**src/rtl/complex_mac_scheduler_if.sv**
```systemverilog
// complex_mac_scheduler_if: operand fetch, multiplier and result handshake signals of the MAC scheduler
interface complex_mac_scheduler_if #(
    parameter int QI    = 4,
    parameter int QF    = 4,
    parameter int N_MAX = 16,
    parameter int AW    = $clog2(N_MAX)
);
    localparam int W = QI + QF;
    logic                start;
    logic [AW:0]         len;
    logic                busy;
    logic                rd_en;
    logic [AW-1:0]       x_addr, h_addr;
    logic signed [W-1:0] x_Re, x_Im, h_Re, h_Im;
    logic signed [W-1:0] m_a_Re, m_a_Im, m_b_Re, m_b_Im;
    logic signed [W-1:0] m_y_Re, m_y_Im;
    logic                m_ovf_mult, m_ovf_add_sub;
    logic signed [W-1:0] y_Re, y_Im;
    logic                y_valid, y_ready, ovf;
    modport slave (
        input  start, len, x_Re, x_Im, h_Re, h_Im, m_y_Re, m_y_Im, m_ovf_mult, m_ovf_add_sub, y_ready,
        output busy, rd_en, x_addr, h_addr, m_a_Re, m_a_Im, m_b_Re, m_b_Im, y_Re, y_Im, y_valid, ovf
    );
    modport master (
        output start, len, x_Re, x_Im, h_Re, h_Im, m_y_Re, m_y_Im, m_ovf_mult, m_ovf_add_sub, y_ready,
        input  busy, rd_en, x_addr, h_addr, m_a_Re, m_a_Im, m_b_Re, m_b_Im, y_Re, y_Im, y_valid, ovf
    );
endinterface

```
**src/rtl/complex_mac_scheduler.sv**
```systemverilog
// complex_mac_scheduler: complex dot-product sequencer around a shared multiplier; CMAC_CONJ_EN conjugates h.
module complex_mac_scheduler #(
    parameter int QI    = 4,
    parameter int QF    = 4,
    parameter int N_MAX = 16,
    parameter int AW    = $clog2(N_MAX)
) (
    input logic                    clk,
    input logic                    rst_n,
    complex_mac_scheduler_if.slave bus
);
    localparam int W = QI + QF;
    localparam int AW_ACC = W + AW + 1;
    localparam logic signed [W-1:0] Q_MAX = {1'b0, {(W-1){1'b1}}};
    localparam logic signed [W-1:0] Q_MIN = {1'b1, {(W-1){1'b0}}};
    localparam logic [AW:0] LEN_MAX = (AW+1)'(N_MAX);

    typedef enum logic [2:0] {IDLE, FETCH, LOAD, MULT, ACC, OUT} state_t;

    state_t                   state_q, state_d;
    logic [AW-1:0]            k_q, k_d;
    logic [AW:0]              len_q, len_d;
    logic signed [W-1:0]      a_re_q, a_re_d, a_im_q, a_im_d, b_re_q, b_re_d, b_im_q, b_im_d;
    logic signed [W-1:0]      p_re_q, p_re_d, p_im_q, p_im_d;
    logic signed [AW_ACC-1:0] acc_re_q, acc_re_d, acc_im_q, acc_im_d;
    logic                     ovf_q, ovf_d;
    logic signed [W-1:0]      h_im_b;
    logic                     conj_sat, sat_re, sat_im, last;

`ifdef CMAC_CONJ_EN
    assign conj_sat = bus.h_Im == Q_MIN;
    assign h_im_b = conj_sat ? Q_MAX : -bus.h_Im;
`else
    assign conj_sat = 1'b0;
    assign h_im_b = bus.h_Im;
`endif

    // {saturated flag, QI.QF value}: in range iff all bits above the result sign agree with it
    function automatic logic [W:0] sat(input logic signed [AW_ACC-1:0] v);
        logic fits;
        fits = (v[AW_ACC-1:W-1] == '0) || (v[AW_ACC-1:W-1] == '1);
        return fits ? {1'b0, v[W-1:0]} : {1'b1, (v[AW_ACC-1] ? Q_MIN : Q_MAX)};
    endfunction

    assign last = {1'b0, k_q} == len_q - 1'b1;

    always_comb begin
        state_d = state_q;
        k_d = k_q;
        len_d = len_q;
        a_re_d = a_re_q;
        a_im_d = a_im_q;
        b_re_d = b_re_q;
        b_im_d = b_im_q;
        p_re_d = p_re_q;
        p_im_d = p_im_q;
        acc_re_d = acc_re_q;
        acc_im_d = acc_im_q;
        ovf_d = ovf_q;
        unique case (state_q)
            IDLE: if (bus.start) begin
                acc_re_d = '0;
                acc_im_d = '0;
                k_d = '0;
                ovf_d = 1'b0;
                len_d = bus.len > LEN_MAX ? LEN_MAX : bus.len;
                state_d = bus.len == '0 ? OUT : FETCH;
            end
            FETCH: state_d = LOAD;
            LOAD: begin
                a_re_d = bus.x_Re;
                a_im_d = bus.x_Im;
                b_re_d = bus.h_Re;
                b_im_d = h_im_b;
                ovf_d = ovf_q | conj_sat;
                state_d = MULT;
            end
            MULT: begin
                p_re_d = bus.m_y_Re;
                p_im_d = bus.m_y_Im;
                ovf_d = ovf_q | bus.m_ovf_mult | bus.m_ovf_add_sub;
                state_d = ACC;
            end
            ACC: begin
                acc_re_d = acc_re_q + AW_ACC'(p_re_q);
                acc_im_d = acc_im_q + AW_ACC'(p_im_q);
                k_d = last ? k_q : k_q + 1'b1;
                state_d = last ? OUT : FETCH;
            end
            OUT: state_d = bus.y_ready ? IDLE : OUT;
            default: state_d = IDLE;
        endcase
    end

    always_ff @(posedge clk) begin
        if (!rst_n) begin
            state_q <= IDLE;
            k_q <= '0;
            len_q <= '0;
            a_re_q <= '0;
            a_im_q <= '0;
            b_re_q <= '0;
            b_im_q <= '0;
            p_re_q <= '0;
            p_im_q <= '0;
            acc_re_q <= '0;
            acc_im_q <= '0;
            ovf_q <= 1'b0;
        end else begin
            state_q <= state_d;
            k_q <= k_d;
            len_q <= len_d;
            a_re_q <= a_re_d;
            a_im_q <= a_im_d;
            b_re_q <= b_re_d;
            b_im_q <= b_im_d;
            p_re_q <= p_re_d;
            p_im_q <= p_im_d;
            acc_re_q <= acc_re_d;
            acc_im_q <= acc_im_d;
            ovf_q <= ovf_d;
        end
    end

    assign bus.busy = state_q != IDLE;
    assign bus.rd_en = state_q == FETCH;
    assign bus.x_addr = k_q;
    assign bus.h_addr = k_q;
    assign bus.m_a_Re = a_re_q;
    assign bus.m_a_Im = a_im_q;
    assign bus.m_b_Re = b_re_q;
    assign bus.m_b_Im = b_im_q;
    assign {sat_re, bus.y_Re} = sat(acc_re_q);
    assign {sat_im, bus.y_Im} = sat(acc_im_q);
    assign bus.y_valid = state_q == OUT;
    assign bus.ovf = ovf_q | sat_re | sat_im;
endmodule

```
**src/flat_wrapper.sv**
```systemverilog
// flat-port wrapper written by rule: the top's interface ports become plain ports
module complex_mac_scheduler_flat 
#(
    parameter int QI    = 4,
    parameter int QF    = 4,
    parameter int N_MAX = 16,
    parameter int AW    = $clog2(N_MAX)
)
  (clk, rst_n, bus_start, bus_len, bus_x_Re, bus_x_Im, bus_h_Re, bus_h_Im, bus_m_y_Re, bus_m_y_Im, bus_m_ovf_mult, bus_m_ovf_add_sub, bus_y_ready, bus_busy, bus_rd_en, bus_x_addr, bus_h_addr, bus_m_a_Re, bus_m_a_Im, bus_m_b_Re, bus_m_b_Im, bus_y_Re, bus_y_Im, bus_y_valid, bus_ovf);
  complex_mac_scheduler_if #(.QI(QI), .QF(QF), .N_MAX(N_MAX), .AW(AW)) bus_i ();
  input logic clk;
  input logic rst_n;
  input wire logic [$bits(bus_i.start)-1:0] bus_start;
  input wire logic [$bits(bus_i.len)-1:0] bus_len;
  input wire logic [$bits(bus_i.x_Re)-1:0] bus_x_Re;
  input wire logic [$bits(bus_i.x_Im)-1:0] bus_x_Im;
  input wire logic [$bits(bus_i.h_Re)-1:0] bus_h_Re;
  input wire logic [$bits(bus_i.h_Im)-1:0] bus_h_Im;
  input wire logic [$bits(bus_i.m_y_Re)-1:0] bus_m_y_Re;
  input wire logic [$bits(bus_i.m_y_Im)-1:0] bus_m_y_Im;
  input wire logic [$bits(bus_i.m_ovf_mult)-1:0] bus_m_ovf_mult;
  input wire logic [$bits(bus_i.m_ovf_add_sub)-1:0] bus_m_ovf_add_sub;
  input wire logic [$bits(bus_i.y_ready)-1:0] bus_y_ready;
  output wire logic [$bits(bus_i.busy)-1:0] bus_busy;
  output wire logic [$bits(bus_i.rd_en)-1:0] bus_rd_en;
  output wire logic [$bits(bus_i.x_addr)-1:0] bus_x_addr;
  output wire logic [$bits(bus_i.h_addr)-1:0] bus_h_addr;
  output wire logic [$bits(bus_i.m_a_Re)-1:0] bus_m_a_Re;
  output wire logic [$bits(bus_i.m_a_Im)-1:0] bus_m_a_Im;
  output wire logic [$bits(bus_i.m_b_Re)-1:0] bus_m_b_Re;
  output wire logic [$bits(bus_i.m_b_Im)-1:0] bus_m_b_Im;
  output wire logic [$bits(bus_i.y_Re)-1:0] bus_y_Re;
  output wire logic [$bits(bus_i.y_Im)-1:0] bus_y_Im;
  output wire logic [$bits(bus_i.y_valid)-1:0] bus_y_valid;
  output wire logic [$bits(bus_i.ovf)-1:0] bus_ovf;
  assign bus_i.start = bus_start;
  assign bus_i.len = bus_len;
  assign bus_i.x_Re = bus_x_Re;
  assign bus_i.x_Im = bus_x_Im;
  assign bus_i.h_Re = bus_h_Re;
  assign bus_i.h_Im = bus_h_Im;
  assign bus_i.m_y_Re = bus_m_y_Re;
  assign bus_i.m_y_Im = bus_m_y_Im;
  assign bus_i.m_ovf_mult = bus_m_ovf_mult;
  assign bus_i.m_ovf_add_sub = bus_m_ovf_add_sub;
  assign bus_i.y_ready = bus_y_ready;
  assign bus_busy = bus_i.busy;
  assign bus_rd_en = bus_i.rd_en;
  assign bus_x_addr = bus_i.x_addr;
  assign bus_h_addr = bus_i.h_addr;
  assign bus_m_a_Re = bus_i.m_a_Re;
  assign bus_m_a_Im = bus_i.m_a_Im;
  assign bus_m_b_Re = bus_i.m_b_Re;
  assign bus_m_b_Im = bus_i.m_b_Im;
  assign bus_y_Re = bus_i.y_Re;
  assign bus_y_Im = bus_i.y_Im;
  assign bus_y_valid = bus_i.y_valid;
  assign bus_ovf = bus_i.ovf;
  complex_mac_scheduler #(.QI(QI), .QF(QF), .N_MAX(N_MAX), .AW(AW)) u_core (.clk(clk), .rst_n(rst_n), .bus(bus_i));
endmodule
```
**config.mk**
```make
export PLATFORM = sky130hd
export DESIGN_NAME = complex_mac_scheduler_flat
export DESIGN_NICKNAME = d
export VERILOG_FILES = /design/src/rtl/complex_mac_scheduler_if.sv /design/src/rtl/complex_mac_scheduler.sv /design/src/flat_wrapper.sv
export SDC_FILE = /design/constraint.sdc
export NUM_CORES = 1
export LEC_CHECK = 0
export ABC_AREA = 1
export CAP_MARGIN = 5
export CORE_AREA = 5 5 118 109
export CTS_BUF_LIST = sky130_fd_sc_hd__clkbuf_2 sky130_fd_sc_hd__clkbuf_4 sky130_fd_sc_hd__clkbuf_8
export DETAILED_ROUTE_END_ITERATION = 10
export DIE_AREA = 0 0 123 114
export DONT_BUFFER_PORTS = 1
export PLACE_DENSITY_LB_ADDON = 0.25
export SLEW_MARGIN = 20
export SYNTH_ARGS = -nofsm -noshare
export SYNTH_HDL_FRONTEND = slang
export SYNTH_SLANG_ARGS = --single-unit
```
**constraint.sdc**
```tcl
create_clock -name clk -period 2.4 [get_ports clk]
set_input_delay 0.12 -clock clk [delete_from_list [all_inputs] [get_ports clk]]
set_output_delay 0.12 -clock clk [all_outputs]
set_load 0.01 [all_outputs]
```
# After elaboration in Yosys (flattened, before gate mapping)

Cells that the tools add are included.

Register bits: 87
Output and inout bits: 60
Word-level logic and storage cells: 62

Multiplexer cells: 18
Order comparisons: 1
Equal/unequal tests: 10
Bitwise operators: 4
Reduce and logical (&&, ||, !) cells: 13
Add/subtract/negate cells: 4

Operator list:

| cell                | count |
|---|---|
| $pmux 13 s2         | 2 |
| $add 13x8->13       | 2 |
| $mux 9              | 2 |
| $pmux 3 s6          | 1 |
| $mux 8              | 2 |
| $mux 13             | 1 |
| $eq 6x6->1 const B  | 2 |
| $logic_not 6->1     | 2 |
| $mux 3              | 4 |
| $mux 4              | 2 |
| $pmux 4 s2          | 1 |
| $eq 3x2->1 const B  | 2 |
| $eq 3x3->1 const B  | 2 |
| $reduce_and 2->1    | 3 |
| $eq 4x5->1          | 1 |
| $gt 5x5->1 const B  | 1 |
| $logic_not 5->1     | 1 |
| $mux 5              | 1 |
| $sub 5x1->5 const B | 1 |
| $add 4x1->4 const B | 1 |
| $ne 2x2->1 const B  | 2 |
| $or 1x1->1          | 4 |
| $reduce_bool 2->1   | 2 |
| $eq 3x1->1 const B  | 1 |
| other kinds (6)     | 7 |

# Depth between registers and ports, before layout

Gate-level depths: netlist of run 1.

Depth in word-level cells: 5
Mapped depth: 13

# Worst setup path after synthesis of run 1

No wires, ideal clock.

Kind: register to register
From: register u_core.acc_im_q[0]
To: register u_core.acc_im_q[6]
Slack: 745 ps
Cell stages (with the launch flop): 12
Arrival: 1584 ps
Path buffers: 0
Data required time: 2330 ps
Cell sequence: dfxtp_1 > ha_1 > inv_1 > fa_1 > inv_1 > nand3_1 > nand3_1 > nand2_1 > nand2_1 > nor2_1 > nand3b_1 > a21oi_1

Word-level cells in the longest chain between the ends: 2

RTL lines:

| what                   | RTL line                     | source |
|---|---|---|
| from (decl)            | complex_mac_scheduler.sv:25  | `logic signed [AW_ACC-1:0] acc_re_q, acc_re_d, acc_im_q, acc_im_d;` |
| from (signal assigned) | complex_mac_scheduler.sv:120 | `acc_im_q <= acc_im_d;` |
| $add 13x8->13          | complex_mac_scheduler.sv:86  | `acc_im_d = acc_im_q + AW_ACC'(p_im_q);` |
| $pmux 13 s2            | complex_mac_scheduler.sv:60  | `unique case (state_q)` |

Every way passes these cells.
A chain may end at the register's enable or synchronous reset.

# Worst setup path in the final report of run 1

From: register u_core.acc_im_q[12]
To: output bus_y_Im[4]

Word-level cells in the longest chain between the ends: 3

RTL lines:

| what                                          | RTL line                    | source |
|---|---|---|
| $eq 6x6->1 or $logic_not 6->1 (tied branches) | complex_mac_scheduler.sv:41 | `fits = (v[AW_ACC-1:W-1] == '0) \|\| (v[AW_ACC-1:W-1] == '1);` |
| $logic_or 1x1->1                              | complex_mac_scheduler.sv:41 |  |
| $mux 9 (*)                                    | complex_mac_scheduler.sv:42 | `return fits ? {1'b0, v[W-1:0]} : {1'b1, (v[AW_ACC-1] ? Q_MIN : Q_MAX)};` |
| to (decl)                                     | flat_wrapper.sv:33          | `output wire logic [$bits(bus_i.y_Im)-1:0] bus_y_Im;` |

Every way passes the cells marked *; elsewhere a longest branch is shown, timed or not.

==> results.json, run 1 <==
{
  "synth_ff_type": "dfxtp_1",
  "synth-edff-count": 0,
  "tightest_slew_ns": 0.681,
  "die_h_microns": 114,
  "track_usage": 0.203,
  "grt_use_met1": 0.251,
  "synth_seq_cells": 87,
  "use_met2": 0.342,
  "core_area_sq_mm": 0.0116,
  "cp.arrival_ns": 2.07,
  "p_leak_nw": 2.76,
  "design.die.area_sq_mm": 0.0140,
  "synth_cells": 772,
  "fin_crit_ns": 2.19,
  "skew_ns": 0.0110,
  "cts_tree": "done",
  "ir_drop_mv": 0.410,
  "initialDrtViolationCount": 212,
  "ant_nets": 0,
  "syn-cell-area_sq_mm": 0.00504,
  "htree_levels": 3,
  "clk_pin_slew_ns": 0.10,
  "yosysSeqAreaShare": 0.345,
  "routedWlPerCell_microns": 13.9,
  "antenna_found_initial": 0,
  "ys_types": 29,
  "setup_viol": 0,
  "cts_resized": 0,
  "critPathLaunchType": "register",
  "syn_avg_cell_area_sq_um": 6.53,
  "grt.overflow.total": 0,
  "crit_buf_inv": 2,
  "grt_pass1_wl_microns": 22700,
  "port_buffers": 0,
  "cts-root-buf": "clkbuf_8",
  "maxCapViolations": 0,
  "grt_setup_unrepaired": "no",
  "hold_violations": 0,
  "end_kind": "output pin",
  "fmax_ghz": 0.456,
  "yosysTopAreaCell": "dfxtp_1",
  "status": "complete, no violations",
  "grt_pass1_vias": 4812,
  "drcViolationCount": 0,
  "postCtsSetupBuffers": 0,
  "maxSlewViolCount": 0,
  "insertion_delay_ns": 0.39,
  "synth_area_leaders": "dfxtp_1 35%, nand2_1 15%, inv_1 8.9%, a21oi_1 8.3%, ha_1 6.5%",
  "place_hpwl_microns": 9570,
  "first_pass_iters": 5,
  "syn_to_final_growth_pct": 17.8,
  "drt-total-wl_microns": 13700,
  "synth_top_area_frac": 0.345,
  "synthTopCellsByCount": "198 x nand2_1, 119 x inv_1, 87 x dfxtp_1",
  "use_met3": 0.0590,
  "layout-drive-gt1-share": 0.0558,
  "die_w_microns": 123,
  "grt-busiest-layer": "met2",
  "grt_max_degree": 66,
  "ys_warn_count": 0,
  "finalCritPeriodShare": 0.913,
  "numCtsBuffers": 9,
  "place_congestion": 0.910,
  "finalPower_mw": 3.06,
  "critPathMaxStageDelay_ns": 0.69,
  "initial_core_util": 0.433,
  "yosysMostFrequentCell": "nand2_1",
  "cp_slowest_cell": "o41ai_4",
  "hold_path_class": "input pin to register",
  "critPathRequiredTime_ns": 2.28,
  "routed_via_density": 4.95,
  "crit_chain": "inv_1, o41ai_4, inv_2, nand2_2, nand2_1",
  "clockBufferDepth": 2,
  "p_per_area_mw_per_mm2": 515,
  "max-slew-margin-rel": 0.545,
  "path_max_fanout": 9,
  "num_vias": 4875,
  "num_rows": 38,
  "crit_type": "register to output pin",
  "synth-async-reset-ratio": 0,
  "hold_buffers": 60,
  "ios": 119,
  "synth_nets": 859,
  "final_nets": 906,
  "setup_tns_ns": 0,
  "num_antenna_cells": 0,
  "cts_sinks": 87,
  "critical_path.top_delay_family": "compound AO/OA/AOI/OAI gates"
}
==> per-layer routing <==
layer	routed length, microns	vias to the layer above
li1	-	2545
met1	6210	2194
met2	6330	119
met3	965	17
met4	198	0
met5	0	-
==> power by group <==
group	internal [mW]	switching [mW]	total (mW)
Sequential	1.52	0.0889	1.61
Clock	0.406	0.629	1.04
Combinational	0.168	0.246	0.414
Total	2.10	0.964	3.06
==> stage by stage <==
stage                util  instances  hold WS, ns  worst slack [ns]  instance area (sq um)
finish              0.510        984       0.0616             0.208                   5940
global route        0.510        984       0.0725            0.0257                   5940
CTS                 0.510        984       0.0417             0.152                   5940
detailed placement  0.441        908        0.264             0.511                   5130
global placement    0.441        908        0.258             0.592                   5130
floorplan               -        772        0.255             0.745                   5040
==> cells in the final DEF, fill, tap and decap left out <==
cell             n
a21oi_1         84
a31oi_1          1
buf_12           1
buf_4            6
clkbuf_8         9
clkinv_4         1
clkinv_8         2
clkinvlp_4       1
dfxtp_1         87
dlygate4sd3_1   59
fa_1             2
ha_1            26
inv_1          119
inv_2           10
inv_6            3
nand2_1        198
nand2_2          4
nand3_1         55
nand3_2          1
nand3b_1         2
nand4_1         10
nor2_1          65
nor2_8           1
nor3_1           1
nor3_4           1
nor4_1           1
o21ai_0         57
o221ai_1         1
o22ai_1          6
o41ai_4          2
or2_2            4
xnor2_1          3
xor2_1           1
==> state kept, by name, summed over array words and instances (netlist names) <==
register and cells:
u_core.acc_im_q 13, u_core.acc_re_q 13, u_core.bus.m_a_Im 8, u_core.bus.m_a_Re 8, u_core.bus.m_b_Im 8, u_core.bus.m_b_Re 8, u_core.p_im_q 8, u_core.p_re_q 8
u_core.len_q 5, u_core.bus.h_addr 4, u_core.state_q 3, u_core.ovf_q 1
==> worst register-to-register path: stages (launching register included) <==
cell	delay (ns)
dfxtp_1	0.36
inv_1	0.09
ha_1	0.32
nand2_1	0.07
inv_1	0.04
nor2_1	0.08
nand3_1	0.08
nor2_1	0.16
nand3_1	0.12
a21oi_1	0.18
dlygate4sd3_1	0.57
==> path summary, 6_finish.rpt <==
path	cells past startpoint	end	startpoint	slack [ns]
setup / recovery	5	bus_y_Im[4]	u_core.acc_im_q[12]	0.21
hold reg to reg	2	u_core.ovf_q	u_core.ovf_q	0.48
hold / removal	3	u_core.bus.m_a_Re[3]	rst_n	0.06
setup reg to reg	10	u_core.state_q[2]	u_core.len_q[0]	0.28
==> area by class of cell <==
class                   count  area [sq um]
fillers                  1123          5710
multi-input cells         526          2660
flip-flops and latches     87          1740
repair buffers             66           656
inverters                 129           484
well taps                 160           200
clock buffers               9           124
clock inverters             7          75.1
==> logic make-up (layout without fill, tap and decap cells) <==
kind of cell,Yosys count,after routing,synth area share
AOI/OAI and AO/OA,151,151,0.161
xor gates and xnor gates,4,4,0.00695
adders and majority gates,28,28,0.0724
buffers and inverters,159,211,0.128
DFF,87,87,0.345
and+or+nand+nor,343,343,0.286
(Power assumes the default switching activity.)
==> inputs of run 2 (changes only) <==
CAP_MARGIN = not set   (was 5)
clock period = 1.82 ns   (was 2.4 ns; I/O delays follow)
==> results.json, run 2 (same netlist as run 1, synthesis figures left out) <==
{
  "htree_levels": 3,
  "ios": 119,
  "drcViolationCount": 0,
  "drt-total-wl_microns": 14200,
  "r2r_setup_slack_ns": 0.12,
  "fillers": 1120,
  "cp-endpoint": "bus_y_Im[0]",
  "clockBufferDepth": 2,
  "wl_met1_microns": 6410,
  "maxSlewViolCount": 0,
  "grt_pass1_vias": 4923,
  "core_area_sq_mm": 0.0116,
  "timing.rr.start": "u_core.p_im_q[0]",
  "fmax_ghz": 0.571,
  "finalPower_mw": 4.07,
  "routed_via_density": 4.95,
  "placed_area_sq_mm": 0.00526,
  "dp_cells": 922,
  "maxUsedRoutingLayer": "met4",
  "status": "complete, no violations",
  "crit_type": "register to output pin",
  "worstRegToRegCells": 11,
  "routedWlPerCell_microns": 14.2,
  "initialDrtViolationCount": 211,
  "place_congestion": 0.913,
  "setup_tns_ns": 0,
  "route.met3.wl_microns": 1040,
  "numCtsBuffers": 9,
  "path_max_fanout": 5,
  "insertion_delay_ns": 0.38,
  "hold_violations": 0,
  "tightest_slew_ns": 0.525,
  "max-slew-margin-rel": 0.647,
  "critPathLaunchType": "register",
  "layout_common_cells": "195 x nand2_1, 115 x inv_1, 82 x a21oi_1, 71 x dfxtp_1, 63 x nor2_1",
  "timing.final.ws_setup_ns": 0.0681,
  "cts_tree": "done",
  "ir_drop_mv": 0.532,
  "reg_top3": "u_core.acc_im_q x13, u_core.acc_re_q x13",
  "place_hpwl_microns": 9780,
  "dpl_worst_slack_ns": 0.0327,
  "maxCapViolations": 0,
  "final_common_cell": "nand2_1",
  "final_nets": 927,
  "num_rows": 38,
  "die_w_microns": 123,
  "die_h_microns": 114,
  "first_pass_iters": 5,
  "port_buffers": 0,
  "utilization": 0.532,
  "hold_path_class": "input pin to register",
  "grt.overflow.total": 0,
  "cts-root-buf": "clkbuf_8",
  "critPathRequiredTime_ns": 1.73,
  "final_cells": 1005,
  "cts_sinks": 87,
  "num_antenna_cells": 0,
  "ant_nets": 0,
  "finalCritPeriodShare": 0.963,
  "layout-drive-gt1-share": 0.122,
  "wl_met2_microns": 6540,
  "grt_pass1_wl_microns": 23500,
  "initial_core_util": 0.433,
  "end_kind": "output pin",
  "design.die.area_sq_mm": 0.0140,
  "cp.arrival_ns": 1.66,
  "p_per_area_mw_per_mm2": 658,
  "antenna_found_initial": 0,
  "fin_crit_ns": 1.75,
  "p_leak_nw": 2.90,
  "r2r-end": "u_core.acc_im_q[6]",
  "setup_viol": 0,
  "skew_ns": 0.0122,
  "track_usage": 0.208,
  "syn_to_final_growth_pct": 22.9,
  "design_area_sq_mm": 0.00620,
  "clk_pin_slew_ns": 0.10,
  "grt_max_degree": 58,
  "hold-worst-slack_ns": 0.0536,
  "cp-startpoint": "u_core.acc_im_q[11]",
  "num_vias": 4972
}
run 2: cell count changes in the layout (fill, tap and decap cells not counted), moves of 4 or more:
cell     before  now
buf_4         6   23
dfxtp_1      87   71
dfxtp_2       0   15
inv_1       119  115
nand3_1      55   51
nand3_2       1    5
run 2: report_power, final:
part,switching (mW),internal (mW),leakage [nW]
Sequential,0.116,2.01,0.714
Clock,0.834,0.528,0.0980
Combinational,0.339,0.248,2.09
Total,1.29,2.79,2.90
run 2: worst min path at each step:
| stage | from | end | slack, ns | cells after the start |
|---|---|---|---|---|
| floorplan | bus_m_y_Im[0] | u_core.p_im_q[0] | 0.23 | 2 |
| global placement | bus_m_y_Im[2] | u_core.p_im_q[2] | 0.23 | 2 |
| detailed placement | bus_m_y_Re[5] | u_core.p_re_q[5] | 0.23 | 2 |
| CTS | rst_n | u_core.state_q[1] | 0.04 | 3 |
| global route | rst_n | u_core.p_im_q[6] | 0.06 | 3 |
| finish | rst_n | u_core.p_im_q[7] | 0.05 | 3 |
run 2: final cells by class:
| cell class | instances | area, sq um | share of cell area |
|---|---|---|---|
| multi-input combinational | 526 | 2710 | 0.438 |
| sequential | 87 | 1760 | 0.285 |
| timing repair buffer | 87 | 846 | 0.136 |
| inverter | 129 | 487 | 0.0785 |
| tap | 160 | 200 | 0.0323 |
| clock buffer | 9 | 124 | 0.0200 |
| clock inverter | 7 | 62.6 | 0.0101 |
run 2: metal layers:
layer | up-vias | global-route usage
li1 | 2588 | -
met1 | 2229 | 0.258
met2 | 133 | 0.344
met3 | 22 | 0.0610
met4 | 0 | 0.0708
met5 | - | 0
run 2: worst max-delay path, cell delays in order, from the launching register on:
cell and delay [ns]:
dfxtp_4 0.38, inv_2 0.06, o41ai_4 0.44, buf_4 0.23, nand2_1 0.06, nand2_1 0.12
run 2: what timing repair did:
item	CTS	global route
hold buffers	60	0
endpoints found under the setup margin	9	27
endpoints found under the hold margin	58	0
pin swaps	1	1
buffers inserted	3	4
gates resized for setup	6	35
